$ cat config.mk
export PLATFORM = sky130hd
export DESIGN_NAME = booth_seq_mult_ctrl
export DESIGN_NICKNAME = d
export VERILOG_FILES = /design/src/rtl/booth_seq_mult_ctrl.sv
export SDC_FILE = /design/constraint.sdc
export NUM_CORES = 1
export LEC_CHECK = 0
export ABC_AREA = 0
export CAP_MARGIN = 40
export CORE_MARGIN = 2
export CORE_UTILIZATION = 40
export DETAILED_ROUTE_END_ITERATION = 12
export PLACE_DENSITY_LB_ADDON = 0.15
export SYNTH_ARGS = -nofsm -noshare
export SYNTH_HDL_FRONTEND = slang
export SYNTH_SLANG_ARGS = --single-unit
export TNS_END_PERCENT = 30
$ cat constraint.sdc
create_clock -name clk -period 4.3 [get_ports clk]
set_input_delay 1.075 -clock clk [delete_from_list [all_inputs] [get_ports clk]]
set_output_delay 1.075 -clock clk [all_outputs]
set_load 0.02 [all_outputs]
$ cat src/rtl/booth_seq_mult_ctrl.sv
// booth_seq_mult_ctrl
//   Sequential radix-4 Booth multiplier controller for the FIR tap datapath.
//   One signed operand pair is accepted per transaction, WIDTH/2 Booth digits
//   are retired one per clock, and the signed 2*WIDTH-bit product is offered
//   on a valid/ready handshake.
//
// Ports
//   clk, rst_n         clock (rising edge), asynchronous active-low reset
//   in_valid/in_ready  operand handshake; in_ready is high only in IDLE
//   in_a, in_b         signed multiplicand / multiplier
//   abort              synchronous abort, returns to IDLE on the next edge
//   out_valid/out_ready product handshake
//   out_p              signed product, updated only on entry to DONE
//   busy               high in CALC or DONE
//   pp_sel             current Booth triplet {b[2i+1], b[2i], b[2i-1]}, 0 outside CALC
module booth_seq_mult_ctrl #(
   parameter int WIDTH = 8
) (
   input  logic                 clk,
   input  logic                 rst_n,
   input  logic                 in_valid,
   output logic                 in_ready,
   input  logic [WIDTH-1:0]     in_a,
   input  logic [WIDTH-1:0]     in_b,
   input  logic                 abort,
   output logic                 out_valid,
   input  logic                 out_ready,
   output logic [2*WIDTH-1:0]   out_p,
   output logic                 busy,
   output logic [2:0]           pp_sel
);

   localparam int CW = (WIDTH / 2 > 1) ? $clog2(WIDTH / 2) : 1;
   localparam logic [CW-1:0] LAST = CW'(WIDTH / 2 - 1);

   typedef enum logic [1:0] {IDLE, CALC, DONE} state_t;

   state_t              state, state_nx;
   logic [WIDTH-1:0]    a_r, b_r;
   logic [2*WIDTH-1:0]  acc, acc_nx;
   logic [CW-1:0]       cnt;

   logic [WIDTH:0]      b_ext, b_sh;
   logic [2:0]          trip;
   // One bit wider than the partial-product mux: -2A of the most negative A
   // (+2^WIDTH) would otherwise wrap and corrupt the product.
   logic [WIDTH+1:0]    a_ext, pp;

   // Triplet extraction with an implicit zero below bit 0.
   assign b_ext = {b_r, 1'b0};
   assign b_sh  = b_ext >> {cnt, 1'b0};
   assign trip  = b_sh[2:0];
   assign a_ext = {{2{a_r[WIDTH-1]}}, a_r};

   always_comb begin
      pp = '0;
      case (trip)
         3'b001, 3'b010: pp = a_ext;
         3'b011:         pp = a_ext << 1;
         3'b100:         pp = ~(a_ext << 1) + 1'b1;
         3'b101, 3'b110: pp = ~a_ext + 1'b1;
         default:        pp = '0;
      endcase
   end

   assign acc_nx = acc + ({{(WIDTH-2){pp[WIDTH+1]}}, pp} << {cnt, 1'b0});

   // State register
   always_ff @(posedge clk or negedge rst_n) begin
      if (!rst_n) state <= IDLE;
      else        state <= state_nx;
   end

   // Next state
   always_comb begin
      state_nx = state;
      case (state)
         IDLE:    if (!abort && in_valid) state_nx = CALC;
         CALC:    if (abort) state_nx = IDLE;
                  else if (cnt == LAST) state_nx = DONE;
         DONE:    if (abort || (out_valid && out_ready)) state_nx = IDLE;
         default: state_nx = IDLE;
      endcase
   end

   assign in_ready = (state == IDLE);
   assign busy     = !in_ready;
   assign pp_sel   = (state == CALC) ? trip : 3'b000;

   // Datapath
   always_ff @(posedge clk or negedge rst_n) begin
      if (!rst_n) begin
         a_r       <= '0;
         b_r       <= '0;
         acc       <= '0;
         cnt       <= '0;
         out_p     <= '0;
         out_valid <= 1'b0;
      end else begin
         case (state)
            IDLE: begin
               if (!abort && in_valid) begin
                  a_r <= in_a;
                  b_r <= in_b;
                  acc <= '0;
                  cnt <= '0;
               end
            end
            CALC: begin
               if (abort) begin
                  acc       <= '0;
                  cnt       <= '0;
                  out_valid <= 1'b0;
               end else begin
                  acc <= acc_nx;
                  cnt <= cnt + CW'(1);
                  if (cnt == LAST) begin
                     out_p     <= acc_nx;
                     out_valid <= 1'b1;
                  end
               end
            end
            DONE: begin
               if (abort) begin
                  acc       <= '0;
                  out_valid <= 1'b0;
               end else if (out_ready) begin
                  out_valid <= 1'b0;
               end
            end
            default: out_valid <= 1'b0;
         endcase
      end
   end

endmodule
# Yosys cells after proc, flatten, opt, wreduce, memory -nomap -nowiden
# Index checks and enable logic that the tools add are counted.
totals:
  in_bits: 21
  out_inout_bits: 22
  ff_bits: 53
  elab_cells: 66
classes:
  n_addsub: 4
  n_bitwise: 4
  reduce_logical: 16
  shifts: 2
  n_mux: 19
  n_eq_ne: 14
ops:
  columns: ["cell", "count"]
  rows:
  - ["2-to-1 mux 16 bit", 3]
  - ["case mux 16 bit (3 select lines)", 1]
  - ["case mux 10 bit (4 select lines)", 1]
  - ["adder 10 x 1 -> 10 bit, second input constant", 2]
  - ["NOT 10 bit", 2]
  - ["adder 16 bit", 1]
  - ["<< shifter 16 x 3 -> 16 bit", 1]
  - ["2-to-1 mux 2 bit", 6]
  - ["AND reduction 3 bit", 4]
  - ["equality test 3 bit, second input constant", 3]
  - ["right shift 9 x 3 -> 3 bit", 1]
  - ["equality test 3 x 2 -> 1 bit, second input constant", 2]
  - ["!= test 3 bit, second input constant", 2]
  - ["case mux 2 bit (3 select lines)", 1]
  - ["equality test 2 bit, second input constant", 2]
  - ["2-to-1 mux 1 bit", 4]
  - ["!= test 2 bit, second input constant", 2]
  - ["case mux 2 bit (2 select lines)", 1]
  - ["AND reduction 2 bit", 2]
  - ["OR reduction 2 bit", 2]
  - ["equality test 3 x 1 -> 1 bit, second input constant", 1]
  - ["2-to-1 mux 3 bit", 1]
  - ["case mux 1 bit (3 select lines)", 1]
  - ["nonzero test 3 bit", 1]
  - ["9 further kinds", 12]

# Logic depth before layout (Yosys ltp)
# Gate-level depths: netlist of run 1.
logic_depth:
  ltp_word: 8
  depth_mapped: 18
  depth_no_buf: 17

# Worst setup path before layout of run 1
# OpenSTA, ideal clock, no wires.
synth_path:
  path_type: "flip-flop to flip-flop"
  start: "register cnt[0]"
  end: "register acc[15]"
  setup_time_ps: 87
  path_buffers: 2
  path_stages_with_launch: 18
  path_slack_ps: 408
  arrival_ps: 3806
  t_required_ps: 4213
  path_cell_list: "dfrtp_1 > clkbuf_8 > mux4_2 > clkbuf_1 > nand2_1 > xor2_1 > nor2_1 > a221oi_1 > mux2_2 > mux2i_1 > ha_1 > nand2_1 > o211ai_1 > o211ai_1 > a32o_1 > and3_2 > or2_2 > o211ai_1"
synth_between:
  elab_chain_len: 8
  elab_cells_between_ends: 14
  cone_classes: "add/sub (1); eq/ne (6); shift (2); mux (3); reduce/logical (2)"
synth_lines:
  columns: ["element", "line", "source"]
  rows:
  - ["start: declaration", "41", "logic [CW-1:0] cnt;"]
  - ["start signal: assignment", "116", "cnt <= cnt + CW'(1);"]
  - ["right shift 9 x 3 -> 3 bit", "51", "assign b_sh = b_ext >> {cnt, 1'b0};"]
  - ["equality test 3 bit (tied with other cells)", "57", "case (trip)"]
  - ["OR reduction 2 bit", "57", null]
  - ["case mux 10 bit (4 select lines)", "57", null]
  - ["<< shifter 16 x 3 -> 16 bit *", "66", "assign acc_nx = acc + ({{(WIDTH-2){pp[WIDTH+1]}}, pp} << {cnt, 1'b0});"]
  - ["adder 16 bit *", "66", null]
  - ["2-to-1 mux 16 bit *", "110", "if (abort) begin"]
  - ["case mux 16 bit (3 select lines) *", "100", "case (state)"]
  - ["end signal: assignment", "115", "acc <= acc_nx;"]
  - ["end: declaration", "40", "logic [2*WIDTH-1:0] acc, acc_nx;"]
# Mark *: on every way between the ends. The rest lies on a longest branch, timed or not.
# A chain may end at the register's enable or synchronous reset.

# Final worst setup path of run 1
# Same ends and word-level chain as after synthesis.

==> results of run 1 <==
## synthesized netlist by cell type (all sizes together), types with 5 or more instances
library cell	count
inv	8
a21oi	20
nor2	24
a21o	8
xnor2	10
nand2	47
mux2i	15
dfrtp	53
a221oi	5
a22o	8
clkbuf	15
nand2b	5
mux2	24
ha	18
nor3	13
o21ai	32
xor2	12
## final cells by class
type | instances | area, um^2 | area share
inverters | 8 | 30.03 | 0.006847
repair buffers | 62 | 565.5 | 0.1290
clock buffers | 7 | 86.33 | 0.01969
well taps | 108 | 135.1 | 0.03081
clock inverters | 1 | 30.03 | 0.006847
flip-flops and latches | 53 | 1329 | 0.3030
multi-input cells | 295 | 2210 | 0.5039
## how the worst min path moves through the flow
stage	startpoint	to	slack, ns	depth (start not counted)
after floorplan	acc[3]	acc[3]	0.46	2
after global placement	out_p[12]	out_p[12]	0.47	2
after detailed placement	out_p[14]	out_p[14]	0.47	2
after CTS	out_p[15]	out_p[15]	0.50	2
after global routing	acc[13]	acc[13]	0.52	2
final	out_p[14]	out_p[14]	0.49	2
## power by group
group	internal (mW)	total [mW]	switching, mW
Combinational	0.723	1.59	0.865
Clock	0.190	0.350	0.160
Sequential	0.630	0.730	0.100
## flip-flops by register name (all words and copies together), names as in the netlist
name,flops
a_r,8
out_p,16
cnt,2
acc,16
state,2
out_valid,1
b_r,8
## critical path, cell delays in order, from the launching register on
cell and delay (ns):
sky130_fd_sc_hd__dfrtp_2 0.44, sky130_fd_sc_hd__mux4_2 0.60, sky130_fd_sc_hd__buf_4 0.18, sky130_fd_sc_hd__nor3_2 0.32, sky130_fd_sc_hd__a21o_1 0.19, sky130_fd_sc_hd__a221oi_2 0.06, sky130_fd_sc_hd__buf_4 0.16, sky130_fd_sc_hd__mux2_2 0.27
sky130_fd_sc_hd__mux2i_1 0.25, sky130_fd_sc_hd__ha_1 0.20, sky130_fd_sc_hd__nand2_1 0.08, sky130_fd_sc_hd__o211ai_1 0.18, sky130_fd_sc_hd__o211ai_1 0.13, sky130_fd_sc_hd__a32o_1 0.30, sky130_fd_sc_hd__and3_2 0.22, sky130_fd_sc_hd__or2_2 0.27
sky130_fd_sc_hd__o211ai_1 0.17
## routing by layer
| metal | up-vias | share of wire | GRT usage |
|---|---|---|---|
| li1 | 1453 | - | - |
| met4 | 0 | 0.011 | 0.04110 |
| met1 | 1417 | 0.47 | 0.2422 |
| met2 | 56 | 0.48 | 0.3046 |
| met5 | - | 0 | 0 |
| met3 | 7 | 0.038 | 0.02695 |
## timing repair
item | in CTS | in global routing
hold endpoints to repair | 0 | 0
buffers inserted | 0 | 7
endpoints found under the setup margin | 0 | 9
gates resized for setup | 0 | 14
## cell families after synthesis
| group | synth area share |
|---|---|
| compound gates | 0.1977 |
| xor+xnor | 0.06032 |
| flops | 0.3696 |
| buf+inv | 0.03486 |
| fa+ha+maj | 0.06834 |
| simple gates | 0.1374 |
| mux | 0.1318 |
## through the flow
stage               power (mW)  cell area (um^2)  hold WS (ns)  setup TNS [ns]  worst slack [ns]
floorplan                1.833              3588        0.4551               0            0.4077
global placement         2.221              4141        0.4685               0            0.1826
detailed placement       2.233              4141        0.4733               0            0.1242
CTS                      2.605              4258        0.4977               0            0.1000
global route             2.896              4385        0.5210        -0.02453          -0.02453
finish                   2.668              4385        0.4899               0            0.1983
## cells in the final DEF (no fill, tap or decap), types with 6 or more instances in the layout
cell and count:
sky130_fd_sc_hd__a21o_1 8, sky130_fd_sc_hd__a21oi_1 19, sky130_fd_sc_hd__a22o_1 7, sky130_fd_sc_hd__buf_4 20
sky130_fd_sc_hd__clkbuf_8 6, sky130_fd_sc_hd__clkdlybuf4s50_1 41, sky130_fd_sc_hd__dfrtp_1 51, sky130_fd_sc_hd__ha_1 18
sky130_fd_sc_hd__inv_1 8, sky130_fd_sc_hd__mux2_2 22, sky130_fd_sc_hd__mux2i_1 14, sky130_fd_sc_hd__nand2_1 47
sky130_fd_sc_hd__nor2_1 21, sky130_fd_sc_hd__nor3_1 11, sky130_fd_sc_hd__o21ai_0 31, sky130_fd_sc_hd__xnor2_1 8
sky130_fd_sc_hd__xor2_1 12
==> implementation parameters, run 1 <==
Parameter                              Value

Clocking
  Num Clock Sinks ... 53
  H-tree lvl count ... 2
  CTS root buf ... sky130_fd_sc_hd__clkbuf_8
  Clock tree from TritonCTS ... done
  Number of buffers on the longest clock path ... 2
  Post-CTS clock slew at the launch and capture registers of the worst setup and hold paths ... 0.09 ns
  Latest clock arrival within the worst-skew pair ... 0.30 ns
  Hold-fix buffer count after cts ... 0
  CTS buffer count ... 5

Route
  Number of antenna-violating nets in the routed design ... 0
  Remaining routing DRC violations ... 0
  Via density per instance ... 5.493
  Detailed-route via count ... 2933
  First-pass iteration count of the detailed router ... 4
  Total detailed-routing wirelength ... 8.527 mm
  First DRT Iteration DRCs ... 121
  Routed wire length per instance ... 15.97 um

Setup path
  Data arrival time of the worst path ... 4.33 ns
  Setup slack, reg-to-reg ... 0.20 ns
  Critical Path Sink ... acc[15]
  Setup crit start ... cnt[0]
  FF-to-FF Start ... cnt[0]
  Data required time at the worst endpoint ... 4.53 ns
  Setup crit end kind ... flip-flop
  FF-to-FF path depth ... 16
  Setup Crit Path Kind ... flip-flop to flip-flop
  Worst-path maximum fanout ... 6
  Startpoint types ... flip-flop
  Worst reg2reg path endpoint ... acc[15]

Global routing
  Vias in the first global route ... 2902
  Total routing resource utilization after global routing ... 0.1791
  Grt total ovfl ... 0
  Largest net degree at the start of global routing ... 29
  Number of antenna violations at the first check in global routing ... 0
  First-pass GRT wire length ... 14.19 mm

STA
  Transition time at the pin with the least slew margin ... 0.8192 ns
  Setup-failing EPs final ... 0
  Shortest clock period the worst path allows after layout ... 4.102 ns
  Number of max-slew violations in the final report ... 0
  Final cycle utilization of the critical path ... 0.9539
  Clock skew ... 0.004716 ns
  Worst slew margin relative to its limit ... 0.4539
  Achievable clock frequency ... 243.8 MHz
  Hold violation count in the final report ... 0

Place
  Cell count after placement ... 519
  Buffers on Ports ... 42
  Detailed placement HPWL ... 6.355 mm
  Routability congestion estimate ... 0.9496

Power and ir drop
  Total power divided by cell area ... 608.3 nW/um^2
  Static Leakage ... 1.974 nW
  Largest voltage drop on the vdd net ... 0.0002734 V

Synthesis
  Cell Area, Synth ... 3588 um^2
  Post-synth EDFFs ... 0
  Total number of yosys warnings ... 0
  Proportion of synthesized flip-flops having asynchronous set or reset ... 1.000
  Largest area contributor in the netlist ... sky130_fd_sc_hd__dfrtp_1
  Ranking of synthesized cells by area ... sky130_fd_sc_hd__dfrtp_1 37%, sky130_fd_sc_hd__mux2_2 6.9%, sky130_fd_sc_hd__ha_1 6.3%
  Flip-flop and latch count after synthesis ... 53
  Synthesized netlist cell count ... 374
  Number of distinct standard cells referenced by the synthesized netlist ... 58
  Flip-flop cell with the highest count after synthesis ... sky130_fd_sc_hd__dfrtp_1
  Area share of the leading cell type in the synthesized netlist ... 0.3696
  Total nets after synthesis ... 414
  Sequential area share after synthesis ... 0.3696
  Average cell area after synthesis ... 9.595 um^2

Layout
  Diodes inserted ... 0
  Fraction of layout cells with a size suffix above 1 ... 0.1878
  Fillers ... 836
  Net count of the finished layout ... 465
  Non-filler instance count after layout ... 534
  Area Overhead vs Synth ... 22.21%
  Final core utilization ... 0.5029

Die
  DIE HEIGHT ... 98.72 um
  Total number of placement rows ... 34
  Chip width ... 98.72 um
  I/O pins ... 43
  Area of the placeable core ... 8721 um^2
  Die area ... 9745 um^2
  Effective utilization at floorplan ... 0.4115

Flow run
  Number of violations of the max-capacitance limit ... 0

Hold path
  Min-Delay Path Class ... flip-flop to flip-flop

Outcome
  Result of the run ... completed
Power figures use the tool's default switching activity.
==> run 2: changes to the inputs <==
Settings changed: ABC_AREA 0 to default, PLACE_DENSITY from default to 0.59, PLACE_DENSITY_LB_ADDON 0.15 to default.
==> implementation parameters, run 2 (synthesized netlist as in run 1, its figures left out) <==
Parameter                              Value

Outcome
  Result of the run ... completed

Route
  First DRT Iteration DRCs ... 132 (+9.1%)
  Detailed-route via count ... 3017 (+2.9%)
  Remaining routing DRC violations ... 0 (unchanged)
  First-pass iteration count of the detailed router ... 4 (unchanged)
  Via density per instance ... 5.516 (+0.42%)
  Total detailed-routing wirelength ... 8.814 mm (+3.4%)
  Routed wire length per instance ... 16.11 um (+0.91%)
  Number of antenna-violating nets in the routed design ... 0 (unchanged)

Global routing
  Most heavily used metal layer in global routing ... met2
  Global routing met2 resource utilization ... 0.3004 (-0.004186)
  Total routing resource utilization after global routing ... 0.1783 (-0.0007683)
  Largest net degree at the start of global routing ... 33 (+14%)
  Global Route met3 Usage ... 0.02482 (-0.002128)
  First-pass GRT wire length ... 14.20 mm (about the same)
  Number of antenna violations at the first check in global routing ... 0 (unchanged)
  Vias in the first global route ... 2861 (-1.4%)
  Grt total ovfl ... 0 (unchanged)
  GR Layer Usage met1 ... 0.2441 (+0.001830)

Setup path
  Data arrival time of the worst path ... 4.34 ns (about the same)
  Setup crit start ... cnt[0]
  FF-to-FF Start ... cnt[0]
  Setup slack, reg-to-reg ... 0.18 ns (about the same)
  Data required time at the worst endpoint ... 4.53 ns (about the same)
  Setup Crit Path Kind ... flip-flop to flip-flop
  Setup crit end kind ... flip-flop
  Startpoint types ... flip-flop
  Worst-path maximum fanout ... 6 (unchanged)

Clocking
  H-tree lvl count ... 2 (unchanged)
  Clock tree from TritonCTS ... done
  Number of buffers on the longest clock path ... 2 (unchanged)
  CTS root buf ... sky130_fd_sc_hd__clkbuf_8
  Num Clock Sinks ... 53 (unchanged)
  Latest clock arrival within the worst-skew pair ... 0.31 ns (about the same)
  Hold-fix buffer count after cts ... 0 (unchanged)
  Post-CTS clock slew at the launch and capture registers of the worst setup and hold paths ... 0.11 ns (+0.02 ns)
  CTS buffer count ... 5 (unchanged)

STA
  Post-Route Setup TNS ... 0 ns (unchanged)
  Transition time at the pin with the least slew margin ... 0.7881 ns (-0.03110 ns)
  Setup-failing EPs final ... 0 (unchanged)
  Setup repair after global routing missed its margin ... yes
  Worst slew margin relative to its limit ... 0.4746 (+0.02073)
  Achievable clock frequency ... 243.0 MHz (-0.32%)
  Clock skew ... 0.01133 ns (+0.006609 ns)
  Hold violation count in the final report ... 0 (unchanged)
  Final cycle utilization of the critical path ... 0.9570 (+0.003099)
  Shortest clock period the worst path allows after layout ... 4.115 ns (+0.01333 ns)
  Number of max-slew violations in the final report ... 0 (unchanged)

Layout
  Post-route cell area ... 4497 um^2 (+2.5%)
  Area taken by multi-input logic gates ... 2226 um^2 (+0.74%)
  Leading cell types in the layout, fill and taps excluded ... 51 x sky130_fd_sc_hd__dfrtp_1, 47 x sky130_fd_sc_hd__nand2_1, 41 x sky130_fd_sc_hd__clkdlybuf4s50_1
  Final core utilization ... 0.5156 (+0.01277)
  Fillers ... 826 (-1.2%)
  Net count of the finished layout ... 478 (+2.8%)
  Non-filler instance count after layout ... 547 (+2.4%)
  Diodes inserted ... 0 (unchanged)
  Area Overhead vs Synth ... 25.31%
  Register Area ... 1329 um^2 (unchanged)
  Most common cell after layout, fill and taps aside ... sky130_fd_sc_hd__dfrtp_1
  Fraction of layout cells with a size suffix above 1 ... 0.2164 (+0.02861)
  Registers with the most flip-flops ... acc: 16 flops, out_p: 16 flops

Die
  DIE HEIGHT ... 98.72 um (unchanged)
  Die area ... 9745 um^2 (unchanged)
  Effective utilization at floorplan ... 0.4115 (unchanged)
  I/O pins ... 43 (unchanged)
  Chip width ... 98.72 um (unchanged)
  Total number of placement rows ... 34 (unchanged)
  Area of the placeable core ... 8721 um^2 (unchanged)

Power and ir drop
  Internal power consumption ... 1.557 mW (+0.91%)
  Static Leakage ... 2.037 nW (+3.2%)
  Sequential cell fraction of total power ... 0.269 (-0.005)
  Part of the power in combinational logic ... 0.620 (+0.025)
  Net switching component of the power ... 1.161 mW (+3.2%)
  Switching share of power ... 0.4273 (+0.005495)
  Post-route total power ... 2.718 mW (+1.9%)
  Largest voltage drop on the vdd net ... 0.0003079 V (+13%)
  Portion of total power attributed to the clock network ... 0.111 (-0.020)
  Total power divided by cell area ... 604.4 nW/um^2 (-0.65%)

Flow run
  Number of violations of the max-capacitance limit ... 0 (unchanged)

Place
  Cell count after placement ... 522 (+0.58%)
  Routability congestion estimate ... 0.9373 (-1.3%)
  Placed cell area ... 4164 um^2 (+0.54%)
  Buffers on Ports ... 42 (unchanged)
  Detailed placement HPWL ... 6.246 mm (-1.7%)

Hold path
  Startpoint of the lowest-slack hold path ... out_p[14]
  Min-Delay Path Class ... flip-flop to flip-flop
[run 2: changes by cell type in the layout (fill, tap and decap cells not counted), moves of 2 or more]
cell                      previous run  this run
sky130_fd_sc_hd__buf_12              0         2
sky130_fd_sc_hd__buf_4              20        30
sky130_fd_sc_hd__o21ai_0            31        29
sky130_fd_sc_hd__o21ai_1             1         3
[run 2: power groups by stage]
stage,combinational [mW],clock (mW),sequential [mW]
final,1.69,0.302,0.731
after global routing,1.87,0.336,0.750
after global placement,1.49,0,0.736
after CTS,1.52,0.315,0.731
after floorplan,1.07,0,0.759
after detailed placement,1.50,0,0.738
[run 2: cell type report]
cell class	instances	share of cell area
well taps	108	0.03005
multi-input cells	296	0.4950
clock inverters	2	0.003061
repair buffers	74	0.1514
inverters	8	0.006678
flip-flops and latches	53	0.2955
clock buffers	6	0.01836
[run 2: path summary, 6_finish.rpt]
| kind | endpoint | depth (start not counted) |
|---|---|---|
| setup / recovery | acc[15] | 16 |
| hold / removal | out_p[14] | 2 |
| setup reg to reg | acc[15] | 16 |
| hold reg to reg | out_p[14] | 2 |
| max in group asynchronous | acc[9] | 2 |
| min in group asynchronous | b_r[5] | 1 |
[run 2: metrics by stage]
stage / hold WS, ns / setup WS, ns
after CTS: 0.4963 / 0.03721
after floorplan: 0.4551 / 0.4077
after global placement: 0.4663 / -0.06609
after detailed placement: 0.4738 / -0.1753
final: 0.4894 / 0.1850
after global routing: 0.5279 / -0.03845
[run 2: timing repair]
action,CTS,global route
gates cloned,0,1
gates resized for setup,3,14
setup buffers,0,16
pin swaps,0,8
endpoints found under the hold margin,0,0
setup endpoints to repair,6,10
[run 2: layer usage]
metal | routed length [um] | share of wire
met5 | 0 | 0
met4 | 84 | 0.0095
met3 | 370 | 0.042
met2 | 4189 | 0.48
met1 | 4169 | 0.47
[run 2: worst max-delay path, stage by stage (launching register included)]
cell and delay [ns]:
sky130_fd_sc_hd__dfrtp_2 0.47, sky130_fd_sc_hd__mux4_2 0.61, sky130_fd_sc_hd__a211oi_4 0.35, sky130_fd_sc_hd__nor2_2 0.09
sky130_fd_sc_hd__o21ai_0 0.19, sky130_fd_sc_hd__o41ai_1 0.11, sky130_fd_sc_hd__buf_4 0.16, sky130_fd_sc_hd__mux2i_2 0.18
sky130_fd_sc_hd__mux2i_1 0.13, sky130_fd_sc_hd__ha_1 0.37, sky130_fd_sc_hd__nand2_1 0.10, sky130_fd_sc_hd__o211ai_1 0.19
sky130_fd_sc_hd__o211ai_1 0.14, sky130_fd_sc_hd__a32o_2 0.30, sky130_fd_sc_hd__and3_2 0.21, sky130_fd_sc_hd__or2_2 0.26
sky130_fd_sc_hd__o211ai_1 0.17
==> run 3: changes to the inputs <==
Settings changed: SKIP_CTS_REPAIR_TIMING from default to 1.
==> results of run 3 <==
No change in the layout: final DEF, timing and power equal those of run 2.
Among the figures that moved: wire length of the first global-routing pass 14200 um -> 14210 um; via count of the first global-routing pass 2861 -> 2857; met1 usage 0.2441 -> 0.2440
